**src/rtl/sv32_page_walker_pkg.sv**
```systemverilog
// Shared Sv32 PTE layout, fault cause codes and walker state encoding.
// Imported by the page walker top and its PTE checker.
package sv32_page_walker_pkg;

  localparam int PTE_V       = 0;
  localparam int PTE_R       = 1;
  localparam int PTE_W       = 2;
  localparam int PTE_X       = 3;
  localparam int PTE_U       = 4;
  localparam int PTE_G       = 5;
  localparam int PTE_A       = 6;
  localparam int PTE_D       = 7;
  localparam int PTE_PPN_LSB = 10;

  localparam int PAGE_SHIFT = 12;
  localparam int PTE_BYTES  = 4;

  localparam logic [1:0] CAUSE_NONE     = 2'd0;
  localparam logic [1:0] CAUSE_INVALID  = 2'd1;
  localparam logic [1:0] CAUSE_PERM     = 2'd2;
  localparam logic [1:0] CAUSE_MISALIGN = 2'd3;

  typedef enum logic [2:0] {
    S_IDLE,
    S_L1_REQ,
    S_L1_WAIT,
    S_L0_REQ,
    S_L0_WAIT,
    S_AD_WR,
    S_RESP
  } walk_state_t;

endpackage

```
**src/rtl/sv32_page_walker_pte_checker.sv**
```systemverilog
// Combinational Sv32 PTE decode: leaf/pointer, fault cause and A/D-updated PTE.
// Zero latency; no flow control.
module sv32_page_walker_pte_checker
  import sv32_page_walker_pkg::*;
#(
  parameter int PTE_WIDTH = 32
) (
  input  logic [PTE_WIDTH-1:0] pte,
  input  logic                 level1,
  input  logic                 is_write,
  input  logic                 is_exec,
  input  logic                 is_user,
  output logic                 is_leaf,
  output logic                 fault,
  output logic [1:0]           cause,
  output logic                 need_ad,
  output logic [PTE_WIDTH-1:0] pte_upd
);

  logic perm_bad;

  always_comb begin
    is_leaf  = pte[PTE_R] | pte[PTE_W] | pte[PTE_X];
    fault    = 1'b0;
    cause    = CAUSE_NONE;
    // A load is any access that is neither a store nor a fetch.
    perm_bad = (is_write && !pte[PTE_W]) ||
               (is_exec && !pte[PTE_X]) ||
               (!is_write && !is_exec && !pte[PTE_R]) ||
               (is_user != pte[PTE_U]);

    if (!pte[PTE_V] || (!pte[PTE_R] && pte[PTE_W])) begin
      fault = 1'b1;
      cause = CAUSE_INVALID;
    end else if (!is_leaf) begin
      if (!level1) begin
        fault = 1'b1;
        cause = CAUSE_INVALID;
      end
    end else if (level1 && (pte[PTE_PPN_LSB+9:PTE_PPN_LSB] != 10'd0)) begin
      fault = 1'b1;
      cause = CAUSE_MISALIGN;
    end else if (perm_bad) begin
      fault = 1'b1;
      cause = CAUSE_PERM;
    end

    pte_upd          = pte;
    pte_upd[PTE_A]   = 1'b1;
    if (is_write) begin
      pte_upd[PTE_D] = 1'b1;
    end
    need_ad = !fault && is_leaf && (!pte[PTE_A] || (is_write && !pte[PTE_D]));
  end

endmodule

```
**src/rtl/sv32_page_walker.sv**
```systemverilog
// Two-level Sv32 page-table walker with A/D write-back; one memory transaction outstanding.
// Requests accepted only in IDLE; memory requests and results held until their ready handshake.
module sv32_page_walker
  import sv32_page_walker_pkg::*;
#(
  parameter int PPN_WIDTH = 22,
  parameter int PA_WIDTH  = 34,
  parameter int PTE_WIDTH = 32
) (
  input  logic                 clk,
  input  logic                 rst_n,
  input  logic                 req_valid,
  output logic                 req_ready,
  input  logic [31:0]          req_vaddr,
  input  logic                 req_is_write,
  input  logic                 req_is_exec,
  input  logic                 req_is_user,
  input  logic [PPN_WIDTH-1:0] satp_ppn,
  output logic                 mem_req_valid,
  input  logic                 mem_req_ready,
  output logic [PA_WIDTH-1:0]  mem_req_addr,
  output logic                 mem_req_we,
  output logic [PTE_WIDTH-1:0] mem_req_wdata,
  input  logic                 mem_resp_valid,
  input  logic [PTE_WIDTH-1:0] mem_resp_data,
  output logic                 resp_valid,
  input  logic                 resp_ready,
  output logic [PPN_WIDTH-1:0] resp_ppn,
  output logic                 resp_superpage,
  output logic                 resp_fault,
  output logic [1:0]           resp_cause,
  output logic [PTE_WIDTH-1:0] resp_pte
);

  walk_state_t          state, state_nxt;
  logic [9:0]           vpn1_q, vpn0_q;
  logic                 wr_q, ex_q, us_q;
  logic [PA_WIDTH-1:0]  addr_q;
  logic [PTE_WIDTH-1:0] pte_q;
  logic [PPN_WIDTH-1:0] ppn_q;
  logic                 super_q, fault_q;
  logic [1:0]           cause_q;

  logic                 in_wait, level1, resp_take;
  logic                 is_leaf, chk_fault, need_ad;
  logic [1:0]           chk_cause;
  logic [PTE_WIDTH-1:0] pte_upd;
  logic                 unused_vaddr_lsbs;

  assign unused_vaddr_lsbs = ^req_vaddr[11:0];

  assign level1    = (state == S_L1_WAIT);
  assign in_wait   = (state == S_L1_WAIT) || (state == S_L0_WAIT);
  assign resp_take = in_wait && mem_resp_valid;

  sv32_page_walker_pte_checker #(.PTE_WIDTH(PTE_WIDTH)) u_pte_checker (
    .pte      (mem_resp_data),
    .level1   (level1),
    .is_write (wr_q),
    .is_exec  (ex_q),
    .is_user  (us_q),
    .is_leaf  (is_leaf),
    .fault    (chk_fault),
    .cause    (chk_cause),
    .need_ad  (need_ad),
    .pte_upd  (pte_upd)
  );

  always_ff @(posedge clk or negedge rst_n) begin
    if (!rst_n) begin
      state <= S_IDLE;
    end else begin
      state <= state_nxt;
    end
  end

  always_comb begin
    state_nxt = state;
    case (state)
      S_IDLE:    if (req_valid) state_nxt = S_L1_REQ;
      S_L1_REQ:  if (mem_req_ready) state_nxt = S_L1_WAIT;
      S_L0_REQ:  if (mem_req_ready) state_nxt = S_L0_WAIT;
      S_L1_WAIT,
      S_L0_WAIT: begin
        if (mem_resp_valid) begin
          if (!chk_fault && !is_leaf) state_nxt = S_L0_REQ;
          else if (need_ad)           state_nxt = S_AD_WR;
          else                        state_nxt = S_RESP;
        end
      end
      S_AD_WR:   if (mem_req_ready) state_nxt = S_RESP;
      S_RESP:    if (resp_ready) state_nxt = S_IDLE;
      default:   state_nxt = S_IDLE;
    endcase
  end

  // addr_q keeps the leaf read address so the A/D write-back reuses it.
  always_ff @(posedge clk or negedge rst_n) begin
    if (!rst_n) begin
      vpn1_q  <= '0;
      vpn0_q  <= '0;
      wr_q    <= 1'b0;
      ex_q    <= 1'b0;
      us_q    <= 1'b0;
      addr_q  <= '0;
      pte_q   <= '0;
      ppn_q   <= '0;
      super_q <= 1'b0;
      fault_q <= 1'b0;
      cause_q <= CAUSE_NONE;
    end else if (state == S_IDLE && req_valid) begin
      vpn1_q <= req_vaddr[31:22];
      vpn0_q <= req_vaddr[21:12];
      wr_q   <= req_is_write;
      ex_q   <= req_is_exec;
      us_q   <= req_is_user;
      addr_q <= PA_WIDTH'({satp_ppn, {PAGE_SHIFT{1'b0}}}) +
                PA_WIDTH'(req_vaddr[31:22]) * PA_WIDTH'(PTE_BYTES);
    end else if (resp_take) begin
      if (!chk_fault && !is_leaf) begin
        addr_q <= PA_WIDTH'({mem_resp_data[PTE_WIDTH-1:PTE_PPN_LSB], {PAGE_SHIFT{1'b0}}}) +
                  PA_WIDTH'(vpn0_q) * PA_WIDTH'(PTE_BYTES);
      end else begin
        fault_q <= chk_fault;
        cause_q <= chk_cause;
        super_q <= !chk_fault && level1;
        pte_q   <= chk_fault ? mem_resp_data : pte_upd;
        if (chk_fault)   ppn_q <= '0;
        else if (level1) ppn_q <= {mem_resp_data[PTE_WIDTH-1:PTE_PPN_LSB+10], vpn0_q};
        else             ppn_q <= mem_resp_data[PTE_WIDTH-1:PTE_PPN_LSB];
      end
    end
  end

  assign req_ready      = (state == S_IDLE);
  assign mem_req_valid  = (state == S_L1_REQ) || (state == S_L0_REQ) || (state == S_AD_WR);
  assign mem_req_we     = (state == S_AD_WR);
  assign mem_req_addr   = mem_req_valid ? addr_q : '0;
  assign mem_req_wdata  = mem_req_we ? pte_q : '0;
  assign resp_valid     = (state == S_RESP);
  assign resp_ppn       = resp_valid ? ppn_q : '0;
  assign resp_superpage = resp_valid && super_q;
  assign resp_fault     = resp_valid && fault_q;
  assign resp_cause     = resp_valid ? cause_q : CAUSE_NONE;
  assign resp_pte       = resp_valid ? pte_q : '0;

endmodule
```
**config.mk**
```make
export PLATFORM = sky130hd
export DESIGN_NAME = sv32_page_walker
export DESIGN_NICKNAME = d
export VERILOG_FILES = /design/src/rtl/sv32_page_walker_pkg.sv /design/src/rtl/sv32_page_walker_pte_checker.sv /design/src/rtl/sv32_page_walker.sv
export SDC_FILE = /design/constraint.sdc
export NUM_CORES = 1
export LEC_CHECK = 0
export CAP_MARGIN = 20
export CORE_ASPECT_RATIO = 1.2
export CORE_UTILIZATION = 42
export DETAILED_ROUTE_END_ITERATION = 7
export PLACE_DENSITY = 0.74
export SYNTH_ARGS = -nofsm -noshare
export SYNTH_HDL_FRONTEND = slang
export SYNTH_HIERARCHICAL = 1
export SYNTH_SLANG_ARGS = --single-unit
```
**constraint.sdc**
```tcl
create_clock -name clk -period 3.6 [get_ports clk]
set_clock_uncertainty 0.1 [all_clocks]
set_input_delay 1.08 -clock clk [delete_from_list [all_inputs] [get_ports clk]]
set_output_delay 1.08 -clock clk [all_outputs]
set_load 0.01 [all_outputs]
```
==> impl_metrics.py <==
metrics = {
    "cts": {
        "clk_pin_slew_ns": 0.07,
        "cts_setup_buffers": 0,
        "cts_tree": "done",
        "cts_max_path_buffers": 2,
        "htreeDepth": 3,
        "cts_root_buf": "clkbuf_16",
        "clkSinkCount": 106,
        "cts_made_buffers": 9,
        "post_cts_resized": 0,
        "hold_buffers": 0,
        "clkLatencyLatePin_ns": 0.35,
    },
    "yosys": {
        "synth_area_mm2": 0.00627,
        "ys_seq_area_frac": 0.423,
        "synth_most_common_cell": "nand2_1",
        "yosys.area.top_type": "dfrtp_1",
        "synth_enable_flop_cells": 0,
        "yosys_register_bits": 106,
        "yosysTopAreaCellShare": 0.423,
        "netlist_top_cells_count": "nand2_1, dfrtp_1, and2_1",
        "syn_area_per_cell_um2": 8.99,
        "yosysWarnings": 6,
        "synth.area.top_cells": "dfrtp_1, and2_1, mux2i_1, nand2_1, buf_4",
        "synth-main-ff-cell": "dfrtp_1",
        "syn_inst": 697,
        "async_flop_share": 1.00,
        "ys_types": 39,
    },
    "floorplan": {
        "die-area_mm2": 0.0154,
        "die_h_um": 136,
        "core.rowCount": 48,
        "core_area_mm2": 0.0145,
        "num_io_pins": 223,
        "die_x_um": 114,
        "initial_core_util": 0.433,
    },
    "worst_setup_path": {
        "cp-start-kind": "input port",
        "path_max_fanout": 13,
        "criticalPathCategory": "in -> reg",
        "worst_setup_path_end_kind": "register",
        "rrSetupSlack_ns": 0.66,
        "worstPathRequired_ns": 3.70,
        "ff2ff_path_depth": 10,
        "reg2reg_from": "state[0]",
        "critPathArrivalTime_ns": 3.56,
        "r2r_end": "state[2]",
    },
    "sta": {
        "tightest_slew_ns": 0.649,
        "fin_crit_ns": 3.46,
        "finalSetupViolCount": 0,
        "clock.fmax_ghz": 0.289,
        "finalCritPeriodShare": 0.960,
        "relSlewSlack": 0.567,
        "report.final.slew_viol_count": 0,
        "fin_setup_tns_ns": 0,
        "rsz0062_at_grt": "false",
        "timing.final.hold_violations": 0,
    },
    "hold_path": {
        "hold_end": "ppn_q[9]",
        "min_from": "ppn_q[9]",
        "hold_path.class": "reg -> reg",
        "holdPathStages": 1,
    },
    "finish": {
        "n_antenna_cell": 0,
        "fill_cells": 1236,
        "syn_to_final_growth_pct": 41.4,
        "seqCellArea_mm2": 0.00265,
        "multiInputGateArea_mm2": 0.00313,
        "final_util": 0.612,
        "drive_above_1_share": 0.109,
        "num-nets-final": 963,
    },
    "detailed_routing": {
        "via_count": 5785,
        "drc": 0,
        "first_iter_violations": 393,
        "ant_nets": 0,
        "avgViaCountPerCell": 5.39,
        "first_pass_iters": 5,
        "wl_mm": 19.1,
        "wl_per_cell_um": 17.8,
    },
    "placed_design": {
        "dpl.hpwl_mm": 14.1,
        "io_buffer_count": 208,
        "gp_congestion": 0.872,
    },
    "global_route": {
        "track_usage": 0.252,
        "grt_pass1_vias": 5882,
        "grt_first_pass_wirelength_mm": 30.6,
        "antenna_found_initial": 0,
        "grt-ovfl-total": 0,
        "grt_max_degree": 62,
    },
    "outcome": {
        "outcome": "completed",
    },
    "run": {
        "drv_cap": 0,
    },
    "power_and_ir_drop": {
        "p_per_area_mw_per_mm2": 709,
        "p_leak_nw": 3.88,
        "ir_worst_vdd_mv": 0.322,
    },
}
## report_power, final
part | total [mW] | internal [mW] | switching, mW
Combinational | 3.26 | 1.55 | 1.71
Clock | 0.954 | 0.482 | 0.472
Sequential | 2.07 | 1.72 | 0.349
Total | 6.28 | 3.75 | 2.53
## worst max path at each step
stage	start	to	slack, ns
floorplan	mem_resp_data[15]	addr_q[10]	0.46
global placement	mem_resp_data[15]	pte_q[18]	-0.09
detailed placement	mem_resp_data[14]	pte_q[11]	-0.17
CTS	state[0]	mem_req_wdata[5]	0.12
global route	mem_resp_data[11]	state[2]	0.02
finish	mem_resp_data[11]	state[2]	0.14
## layout make-up
cell class | count | share of cell area
multi-input combinational | 490 | 0.353
sequential | 106 | 0.300
timing repair buffer | 254 | 0.284
tap | 200 | 0.0282
clock buffer | 9 | 0.0254
clock inverter | 7 | 0.00692
inverter | 7 | 0.00297
## through the flow
step,power (mW),cells,setup slack (ns),cell area (µm²),hold slack (ns)
6_report,6.28,1073,0.143,8860,0.396
5_1_grt,6.70,1073,0.0216,8860,0.410
4_1_cts,6.30,1073,0.124,8860,0.395
3_5_place_dp,5.33,1057,-0.170,8570,0.375
3_3_place_gp,5.18,1057,-0.0877,8570,0.366
2_1_floorplan,3.89,698,0.462,6270,0.348
## logic make-up (layout without fill, tap and decap cells)
| kind of cell | count (synthesis) | count (layout) | share of synthesized area |
|---|---|---|---|
| AOI/OAI and AO/OA | 124 | 124 | 0.129 |
| xor gates and xnor gates | 2 | 2 | 0.00280 |
| buffers and inverters | 102 | 277 | 0.0873 |
| DFF | 106 | 106 | 0.423 |
| muxes | 60 | 60 | 0.0988 |
| other | 2 | 3 | 0.00120 |
| and+or+nand+nor | 301 | 301 | 0.257 |
## state kept, by name, indices dropped and copies added, names as in the netlist
register,cells
addr_q,32
cause_q,2
ex_q,1
fault_q,1
ppn_q,22
pte_q,32
state,3
super_q,1
us_q,1
vpn0_q,10
wr_q,1
## cell usage in the layout, fill, tap and decap left out, types with 2 or more instances in the layout
cell / count
clkdlybuf4s50_1: 207
nand2_1: 107
dfrtp_1: 105
and2_1: 91
mux2i_1: 45
buf_4: 40
a21oi_1: 35
nand3_1: 35
a31oi_1: 34
o211ai_1: 33
and3_1: 32
mux2_2: 15
nor2b_1: 13
o2bb2ai_1: 10
clkbuf_16: 9
inv_1: 7
buf_12: 7
nor3_1: 4
o21ai_0: 4
clkinvlp_4: 4
nor2_1: 3
conb_1: 3
nor3_2: 2
or2_2: 2
nor4b_4: 2
a22oi_1: 2
inv_8: 2
nor4_2: 2
## per-layer routing
layer	up-vias	wire length [µm]	track usage
li1	2708	-	-
met1	2845	7880	0.326
met2	213	9880	0.434
met3	19	1080	0.0376
met4	0	306	0.0804
met5	-	0	0
## critical path, cell delays in order
cell and delay (ns):
clkdlybuf4s50_1 0.44, nor4_2 0.28, nand3_1 0.22, a31o_2 0.31, o21bai_4 0.19, or2_2 0.31, buf_4 0.19, buf_4 0.19
o21ai_0 0.20, a22oi_1 0.14
Power figures use the tool's default switching activity.
